### src/rtl/booth_pkg.sv
// Shared constants and FSM state type for the Booth multiplier feeder.
package booth_pkg;

  localparam int unsigned DataWidth  = 8;
  // Cycles from START rising to Done, and the issue-to-issue period.
  localparam int unsigned MulLatency = 19;
  localparam int unsigned MulPeriod  = 20;

  typedef enum logic [1:0] {
    StIdle,
    StRun,
    StErr
  } state_e;

endpackage

### src/rtl/sync_fifo.sv
// Synchronous FIFO with occupancy count; push and pop may coincide even when full.
module sync_fifo #(
  parameter int unsigned Width = 16,
  parameter int unsigned Depth = 4,
  localparam int unsigned PtrW = (Depth > 1) ? $clog2(Depth) : 1,
  localparam int unsigned CntW = $clog2(Depth + 1)
) (
  input  logic             clk_i,
  input  logic             rst_ni,
  input  logic             push_i,
  input  logic [Width-1:0] data_i,
  input  logic             pop_i,
  output logic [Width-1:0] data_o,
  output logic [CntW-1:0]  count_o
);

  logic [Width-1:0] mem_q [Depth];
  logic [PtrW-1:0]  wr_ptr_q, rd_ptr_q;
  logic [CntW-1:0]  count_q;
  logic             full, empty, do_push, do_pop;

  assign full    = (count_q == CntW'(Depth));
  assign empty   = (count_q == '0);
  assign do_pop  = pop_i && !empty;
  assign do_push = push_i && (!full || do_pop);
  assign data_o  = mem_q[rd_ptr_q];
  assign count_o = count_q;

  function automatic logic [PtrW-1:0] ptr_inc(input logic [PtrW-1:0] ptr);
    return (ptr == PtrW'(Depth - 1)) ? '0 : ptr + 1'b1;
  endfunction

  always_ff @(posedge clk_i or negedge rst_ni) begin
    if (!rst_ni) begin
      for (int i = 0; i < Depth; i++) mem_q[i] <= '0;
      wr_ptr_q <= '0;
      rd_ptr_q <= '0;
      count_q  <= '0;
    end else begin
      if (do_push) begin
        mem_q[wr_ptr_q] <= data_i;
        wr_ptr_q        <= ptr_inc(wr_ptr_q);
      end
      if (do_pop) rd_ptr_q <= ptr_inc(rd_ptr_q);
      if (do_push && !do_pop) count_q <= count_q + 1'b1;
      else if (!do_push && do_pop) count_q <= count_q - 1'b1;
    end
  end

endmodule

### src/rtl/booth_mul_feeder.sv
// Operand/result sequencer around an 8-bit sequential Booth multiplier with
// credit-based issue so that no product is ever dropped.
module booth_mul_feeder
  import booth_pkg::*;
#(
  parameter int unsigned DATAWIDTH = DataWidth,
  parameter int unsigned OP_DEPTH  = 4,
  parameter int unsigned RES_DEPTH = 2,
  parameter int unsigned TIMEOUT   = 32
) (
  input  logic                   CLK,
  input  logic                   RSTn,
  input  logic                   IN_VALID,
  output logic                   IN_READY,
  input  logic [DATAWIDTH-1:0]   IN_A,
  input  logic [DATAWIDTH-1:0]   IN_B,
  output logic                   MUL_START,
  output logic [DATAWIDTH-1:0]   MUL_A,
  output logic [DATAWIDTH-1:0]   MUL_B,
  input  logic [2*DATAWIDTH-1:0] MUL_RESULT,
  input  logic                   MUL_DONE,
  output logic                   OUT_VALID,
  input  logic                   OUT_READY,
  output logic [2*DATAWIDTH-1:0] OUT_P,
  output logic                   BUSY,
  output logic                   ERR
);

  localparam int unsigned PairW   = 2 * DATAWIDTH;
  localparam int unsigned OpCntW  = $clog2(OP_DEPTH + 1);
  localparam int unsigned ResCntW = $clog2(RES_DEPTH + 1);
  localparam int unsigned ResNxtW = ResCntW + 1;
  localparam int unsigned TimerW  = $clog2(TIMEOUT + 1);

  state_e                 state_q;
  logic [TimerW-1:0]      timer_q;
  logic                   mul_start_q, busy_q, err_q;
  logic [DATAWIDTH-1:0]   mul_a_q, mul_b_q;

  logic [PairW-1:0]       op_head;
  logic [OpCntW-1:0]      op_count;
  logic [ResCntW-1:0]     res_count;
  logic [ResNxtW-1:0]     res_count_next;
  logic                   op_push, op_avail, res_push, res_pop, credit, issue;

  assign IN_READY = (op_count != OpCntW'(OP_DEPTH));
  assign op_push  = IN_VALID && IN_READY;
  assign op_avail = (op_count != '0);
  assign OUT_VALID = (res_count != '0);
  assign res_pop  = OUT_VALID && OUT_READY;
  assign res_push = (state_q == StRun) && MUL_DONE;

  // Reserve a result slot for the product of the operation being issued.
  always_comb begin
    res_count_next = ResNxtW'(res_count) + ResNxtW'(res_push) - ResNxtW'(res_pop);
    credit         = (res_count_next < ResNxtW'(RES_DEPTH));
    issue          = op_avail && credit && ((state_q == StIdle) || res_push);
  end

  sync_fifo #(
    .Width (PairW),
    .Depth (OP_DEPTH)
  ) u_op_fifo (
    .clk_i   (CLK),
    .rst_ni  (RSTn),
    .push_i  (op_push),
    .data_i  ({IN_A, IN_B}),
    .pop_i   (issue),
    .data_o  (op_head),
    .count_o (op_count)
  );

  sync_fifo #(
    .Width (PairW),
    .Depth (RES_DEPTH)
  ) u_res_fifo (
    .clk_i   (CLK),
    .rst_ni  (RSTn),
    .push_i  (res_push),
    .data_i  (MUL_RESULT),
    .pop_i   (res_pop),
    .data_o  (OUT_P),
    .count_o (res_count)
  );

  // START stays high through the Done cycle; the multiplier clears Done on that edge.
  always_ff @(posedge CLK or negedge RSTn) begin
    if (!RSTn) begin
      state_q     <= StIdle;
      timer_q     <= '0;
      mul_start_q <= 1'b0;
      mul_a_q     <= '0;
      mul_b_q     <= '0;
      busy_q      <= 1'b0;
      err_q       <= 1'b0;
    end else begin
      case (state_q)
        StIdle: begin
          if (issue) begin
            {mul_a_q, mul_b_q} <= op_head;
            mul_start_q        <= 1'b1;
            busy_q             <= 1'b1;
            timer_q            <= '0;
            state_q            <= StRun;
          end
        end
        StRun: begin
          if (MUL_DONE) begin
            if (issue) begin
              {mul_a_q, mul_b_q} <= op_head;
              timer_q            <= '0;
            end else begin
              mul_start_q <= 1'b0;
              busy_q      <= 1'b0;
              state_q     <= StIdle;
            end
          end else if (timer_q == TimerW'(TIMEOUT - 1)) begin
            err_q       <= 1'b1;
            mul_start_q <= 1'b0;
            busy_q      <= 1'b0;
            state_q     <= StErr;
          end else begin
            timer_q <= timer_q + 1'b1;
          end
        end
        StErr: ;
        default: state_q <= StIdle;
      endcase
    end
  end

  assign MUL_START = mul_start_q;
  assign MUL_A     = mul_a_q;
  assign MUL_B     = mul_b_q;
  assign BUSY      = busy_q;
  assign ERR       = err_q;

endmodule

### config.mk
export PLATFORM = sky130hd
export DESIGN_NAME = booth_mul_feeder
export DESIGN_NICKNAME = d
export VERILOG_FILES = /design/src/rtl/booth_pkg.sv /design/src/rtl/sync_fifo.sv /design/src/rtl/booth_mul_feeder.sv
export SDC_FILE = /design/constraint.sdc
export NUM_CORES = 1
export LEC_CHECK = 0
export BUFFER_PORTS_ARGS = -buffer_cell sky130_fd_sc_hd__buf_2
export CORE_MARGIN = 2
export CORE_UTILIZATION = 62
export CTS_BUF_LIST = sky130_fd_sc_hd__clkbuf_16
export DETAILED_ROUTE_END_ITERATION = 6
export PLACE_DENSITY = 0.88
export REMOVE_ABC_BUFFERS = 1
export SLEW_MARGIN = 20
export SYNTH_ARGS = -nofsm -noshare
export SYNTH_HDL_FRONTEND = slang
export SYNTH_SLANG_ARGS = --single-unit
### constraint.sdc
create_clock -name CLK -period 8.1 [get_ports CLK]
set_clock_uncertainty 0.15 [all_clocks]
set_input_delay 1.62 -clock CLK [delete_from_list [all_inputs] [get_ports CLK]]
set_output_delay 1.62 -clock CLK [all_outputs]
set_load 0.01 [all_outputs]
Word-level counts from Yosys, hierarchy flattened. Index checks and enable logic that the tools add are counted.

Bits in read-only memories: 0. Latch bits: 0. Logic and storage cells: 134. Memories: 0. Output and inout bits: 37. Register bits after elaboration: 133. Input port bits: 37. Bits in writable memories: 0.

$mul: 0. $add $sub $neg: 11. Reductions and logical operators: 39. Bitwise operators: 6. Shift operators: 0. Divide/modulo/power cells: 0. Equal/unequal tests: 13. Multiplexer cells: 40. Magnitude comparators: 7.

Operators with widths (number): $mux 16 (7); $bwmux 64 (1); $bmux 16 s2 (1); $bwmux 32 (1); $demux 16 s2 (1); $mux 8 (4); $pmux 8 s2 (2); $mux 6 (3); $demux 16 s1 (1); $mux 2 (8); $logic_and 1x1->1 (15); $pmux 6 s2 (1); $ne 3x3->1 const B (3); $eq 2x2->1 const B (4); $logic_not 1->1 (8); $reduce_and 4->1 (2); $reduce_bool 2->1 (4); $add 2x1->2 const B (3); $add 6x1->6 const B (1); $eq 6x5->1 const B (1); $ge 3x3->1 const B (2); $mux 1 (6); $mux 3 (2); $not 2->3 (2); other kinds (25) (33).

Logic depth before layout (Yosys ltp).
Depth after elaboration: 14. Depth in mapped cells: 18. Gate-level depth less buffers: 16.

Cells and area by module. A second synthesis with hierarchy kept.

Cell total of the unflattened synthesis: 393. Area, all modules: 6055.8 um2.

By module, submodules not included: sync_fifo at u_op_fifo (seq. area each 1776.7 um2, times used 1, area an instance 3200.6 um2, cells each 191); sync_fifo at u_res_fifo (seq. area each 900.9 um2, times used 1, area an instance 1645.3 um2, cells each 101); booth_mul_feeder (seq. area each 650.6 um2, times used 1, area an instance 1209.9 um2, cells each 101).

Worst setup path after synthesis. Ideal clock, no wire load.

Path type: input to register. From: input OUT_READY. To: register u_op_fifo.count_q[1], in the netlist u_op_fifo.count_o[1]. Slack: 3.453 ns. Data required time: 7.825 ns. Library setup time: 0.125 ns. Path buffers: 2. Arrival: 4.372 ns. Cell stages on the path: 14. Path through: nand2_1 -> inv_1 -> ha_1 -> nand3b_1 -> fa_1 -> xor2_1 -> a2111oi_2 -> buf_4 -> buf_8 -> inv_1 -> ha_1 -> inv_1 -> fa_1 -> mux2_2.

Word-level cells in the longest chain between the ends: 11. Elaborated cells between the ends (all ways): 14. Those cells by class: add/sub: 1; order compare: 1; mux: 1; reduce/logical: 11.

RTL lines: start, declared (RTL line booth_mul_feeder.sv:23) `input logic OUT_READY,`; $logic_and 1x1->1 * (RTL line booth_mul_feeder.sv:50) `assign res_pop = OUT_VALID && OUT_READY;`; $sub 3x1->3 * (RTL line booth_mul_feeder.sv:55) `res_count_next = ResNxtW'(res_count) + ResNxtW'(res_push) - ResNxtW'(res_pop);`; $lt 3x2->1 * (RTL line booth_mul_feeder.sv:56) `credit = (res_count_next < ResNxtW'(RES_DEPTH));`; $logic_and 1x1->1 * (2 in series) (RTL line booth_mul_feeder.sv:57) `issue = op_avail && credit && ((state_q == StIdle) || res_push);`; $logic_and 1x1->1 * (RTL line sync_fifo.sv:24) `assign do_pop = pop_i && !empty;`; $logic_or 1x1->1 (RTL line sync_fifo.sv:25) `assign do_push = push_i && (!full || do_pop);`; $logic_and 1x1->1 (RTL line sync_fifo.sv:25); $logic_not 1->1 (RTL line sync_fifo.sv:46) `else if (!do_push && do_pop) count_q <= count_q - 1'b1;`; $logic_and 1x1->1 (RTL line sync_fifo.sv:46); $reduce_bool 2->1 (no line); end signal, assigned (RTL line sync_fifo.sv:45) `if (do_push && !do_pop) count_q <= count_q + 1'b1;`; end signal, assigned (RTL line sync_fifo.sv:46); end, declared (RTL line sync_fifo.sv:19) `logic [CntW-1:0] count_q;`.

Mark *: on every way between the ends. The rest lies on a longest branch, timed or not. A chain may end at the register's enable or synchronous reset.

Worst setup path after layout. Ends and elaborated chain as after synthesis.

==> results by stage <==
Global routing:
- The number of antenna violations at the first check in global routing is 0.
- The via count of the first global-routing pass is approximately 3800.
- The maximum number of pins on one net before global-route repair is 69.
- The wire length of the first global-routing pass is 18.95 mm.
- Global routing used between 20 and 25% of the available tracks across all layers.
- For this run the aggregate overflow at the end of global routing stands at 0.

Floorplanning:
- The die height is roughly 100 µm.
- Once the floorplan was initialized, standard cells occupied ~64% of the core.
- The chip width is 102.1 µm.
- The floorplan core area is 0.009284 mm².
- For this design the top-level I/O count stands at 74.
- The number of standard-cell rows in the floorplan is 35.
- The die area is 0.01041 mm².

Timing:
- The setup violation total in the final timing report is 0.
- The achievable clock frequency is 0.2182 GHz.
- The final critical path takes up 56.58% of the cycle.
- The number of hold-slack violations in the final timing report came to 0.
- For the pin with the worst max-slew slack, the measured transition is between 0.8 and 0.9 ns.
- The count of final max-slew check failures is 0.
- The shortest clock period the worst path allows after layout is 4.583 ns.
- The headroom to the max-slew limit is 41.12%.
- Setup repair after global routing left no endpoint under its margin.
- The setup TNS is 0 ns.

Layout:
- With fillers left out, the area of the finished cells amounts to around 0.007 mm².
- The count of nets after finishing is 510.
- The area growth from synthesis to layout is 17.04%.
- The number of inserted diodes is 0.
- In the final layout, the share of cells above drive strength 1 is 55.91%.

Route:
- The first detailed-routing pass ran for 4 iterations.
- For this run, design rule violations remaining after detail routing come to 0.
- The average via count per standard cell is 5.784.
- After the first detailed-routing iteration, the DRC count stood at 103.
- The detailed-route wire length per cell is 19.34 µm.
- The remaining antenna violation count after routing is 0.
- The total detailed-routing wirelength is 11.66 mm.
- For this block, the via count after detailed routing is 3488.

CTS:
- Clock tree synthesis selected as its root buffer the cell clkbuf_16.
- Once the clock tree was built, the setup fixing pass inserted 0 buffers.
- The clock tree from TritonCTS is done.
- The number of buffers created by CTS is 17.
- Buffers inserted to repair hold after CTS numbered 0.
- The number of buffers on the longest clock path is 2.
- The post-cts sizing count is 0.
- The H-tree was split into 4 levels.
- Clock-pin slew was measured on the worst setup and hold paths at approximately 0.06 ns.
- The clock drives 133 sinks.
- The source-to-sink clock delay at the later pin of the worst-skew pair is 0.41 ns.

Power:
- The largest voltage drop on the vdd net is 197.8 µV.
- The standby leakage power is 3.370 nW.
- The power density over the cells is 314.8 mW/mm².

Critical path:
- For the worst flop-to-flop path, the logic depth is 15.
- In this run the number of cells on the critical path is 14.
- The cell that appears most often on the critical path is inv_1.
- The largest delay contributor family on the critical path is adder cells.
- The critical path starts at OUT_READY.
- Data arrives at the worst endpoint at 4.72 ns.
- The maximum fanout encountered on the critical timing path is 20.
- The kind of launch point of the worst setup path is an input port.
- At the worst endpoint, the required time is 8.24 ns.
- The class of the most critical setup path is in2reg.
- The count of buffering cells on the critical path with inverters included is 5.
- The highest-delay cell along the critical path is fa_1.
- The register-to-register path setup slack is about 4.2 ns.
- The worst register-to-register path begins at u_res_fifo.count_o[0].
- The endpoint class of the critical path is a flip-flop.
- The critical path ends at u_op_fifo.count_o[1].
- The worst register-to-register path ends at u_op_fifo.count_o[1].
- The highest cell delay on the worst timing path is 0.41 ns.
- The critical path goes through buf_2, nand2_1, inv_1, ha_1, nand3b_1, fa_1, xor2_1, a2111oi_4, buf_4, inv_1, ha_1, inv_1, fa_1, mux2_2.

Placement:
- Detailed placement finished with a half-perimeter wire length of 6.991 mm.
- The count of input and output buffers is 73.
- The final weighted congestion in routability-driven placement is 0.7822.
- Summing all placed instances gives a cell area of about 0.0064 mm².

Run:
- The number of maximum-capacitance constraint violations is 0.

Synthesis:
- Synthesis produced a netlist whose cell count is around 390.
- The cell area after technology mapping is 0.005961 mm².
- Sequential cells were found to cover 55.84% of the synthesized design area.
- The flip-flop and latch count after synthesis is roughly 130.
- Dividing the synthesized area by the synthesized cell count gives 15.48 µm².
- The number of distinct library cell variants in the gate-level netlist after synthesis is 40.
- The Yosys step of the flow raised 0 warnings.

Hold path:
- The path class of the tightest hold or removal check is reg2reg.

Run status:
- The flow ran to the end, and the final reports show no timing, DRC or antenna violations.
## worst register-to-register path, delay by kind of cell (launching register included)
kind	cells	cell delay, ns
compound gates	1	0.35
xor+xnor	1	0.19
fa+ha+maj	4	1.31
buf+inv	5	0.73
flops	1	0.43
mux	1	0.26
simple gates	3	0.38
## area by class of cell
class                   instances  area, µm²
inverters                      14      52.55
fillers                       576       2307
repair buffers                 75      382.9
well taps                     129      161.4
multi-input cells             221       2470
flip-flops and latches        133       3329
clock inverters                14      155.1
clock buffers                  17      425.4
## synthesized netlist by cell type
cell | instances | area (µm²)
o22ai_1 | 1 | 6.260
a21boi_4 | 1 | 18.77
o32a_1 | 1 | 10.01
a21oi_1 | 3 | 15.01
xnor2_1 | 4 | 35.03
o311a_4 | 1 | 21.27
inv_2 | 1 | 3.750
inv_1 | 13 | 48.80
xor2_1 | 5 | 43.79
nand3_1 | 1 | 5.000
buf_4 | 4 | 30.03
o21a_1 | 1 | 7.510
o31ai_1 | 1 | 7.510
nand3b_1 | 2 | 15.01
nor2b_4 | 1 | 13.76
ha_1 | 9 | 112.6
o21ai_0 | 7 | 35.03
nand2_2 | 5 | 31.28
dfrtp_1 | 133 | 3328
a31oi_1 | 3 | 18.77
nand4_1 | 1 | 6.260
clkbuf_1 | 2 | 7.510
mux2_2 | 121 | 1363
nand2_1 | 9 | 33.78
nor3b_2 | 1 | 12.51
mux2i_1 | 1 | 10.01
buf_8 | 1 | 15.01
nor2_1 | 7 | 26.28
a2111oi_2 | 1 | 15.01
a41oi_1 | 1 | 8.760
buf_2 | 7 | 35.03
mux4_2 | 16 | 360.4
a22oi_1 | 1 | 7.510
buf_6 | 1 | 11.26
buf_1 | 1 | 3.750
mux2_4 | 10 | 150.1
and2b_2 | 1 | 8.760
buf_12 | 1 | 20.02
nand2b_1 | 3 | 18.77
fa_1 | 2 | 40.04
## cell families (layout without fill, tap and decap cells)
family / count (synthesis) / in the layout / share of synthesized area [%]
xor gates and xnor gates: 9 / 9 / 1.322
adders and majority gates: 11 / 11 / 2.561
buffers and inverters: 31 / 120 / 2.939
DFF: 133 / 133 / 55.84
AOI/OAI and AO/OA: 22 / 22 / 2.876
and+or+nand+nor: 31 / 31 / 2.876
muxes: 148 / 148 / 31.59
## through the flow
step	util [%]	setup WS, ns	instances	power, mW	hold slack, ns
global placement	68.88	3.285	572	1.406	0.2988
CTS	75.13	3.523	603	2.215	0.3184
floorplan	-	2.655	368	1.314	0.3237
finish	75.15	3.517	603	2.196	0.3179
detailed placement	68.88	3.183	572	1.449	0.3035
global route	75.15	3.341	603	2.302	0.3495
## how the worst min path moves through the flow
stage                        start  slack, ns  depth (start not counted)             endpoint
6_report                       ERR       0.32                          1                  ERR
5_1_grt                        ERR       0.35                          1                  ERR
4_1_cts                        ERR       0.32                          1                  ERR
3_5_place_dp                   ERR       0.30                          1                  ERR
3_3_place_gp                   ERR       0.30                          1                  ERR
2_1_floorplan  u_res_fifo.mem_q[0]       0.32                          1  u_res_fifo.mem_q[0]
## cells in the final DEF (no fill, tap or decap), drive strengths merged, types with 2 or more instances in the layout
cell / instances
nor2: 7
xnor2: 4
mux2: 131
dfrtp: 133
clkinvlp: 3
ha: 9
inv: 19
a21oi: 3
bufinv: 2
fa: 2
nand2b: 3
mux4: 16
clkbuf: 17
nand2: 14
clkinv: 4
xor2: 5
o21ai: 7
a31oi: 3
buf: 75
nand3b: 2
## report_power, final
| group | switching [mW] | leakage, nW | internal, mW | total, mW |
|---|---|---|---|---|
| clock | 0.300 | 0.279 | 0.456 | 0.756 |
| combinational | 0.185 | 1.41 | 0.285 | 0.470 |
| sequential | 0.120 | 1.68 | 0.851 | 0.971 |
| total | 0.605 | 3.37 | 1.59 | 2.20 |
## sequential cells by signal, indices dropped and copies added (netlist names), 2 cells and up
| register | flops |
|---|---|
| u_res_fifo.mem_q | 32 |
| u_op_fifo.rd_ptr_q | 2 |
| u_op_fifo.count_o | 3 |
| state_q | 2 |
| timer_q | 6 |
| u_op_fifo.wr_ptr_q | 2 |
| u_res_fifo.count_o | 2 |
| MUL_B | 8 |
| MUL_A | 8 |
| u_op_fifo.mem_q | 64 |
## routing by layer
layer	up-vias	track usage, %	wire length [µm]
met3	26	6.908	604
met2	95	42.00	6187
met5	-	0	0
li1	1544	-	-
met4	0	10.77	258
met1	1823	29.25	4612
(Power assumes the default switching activity.)
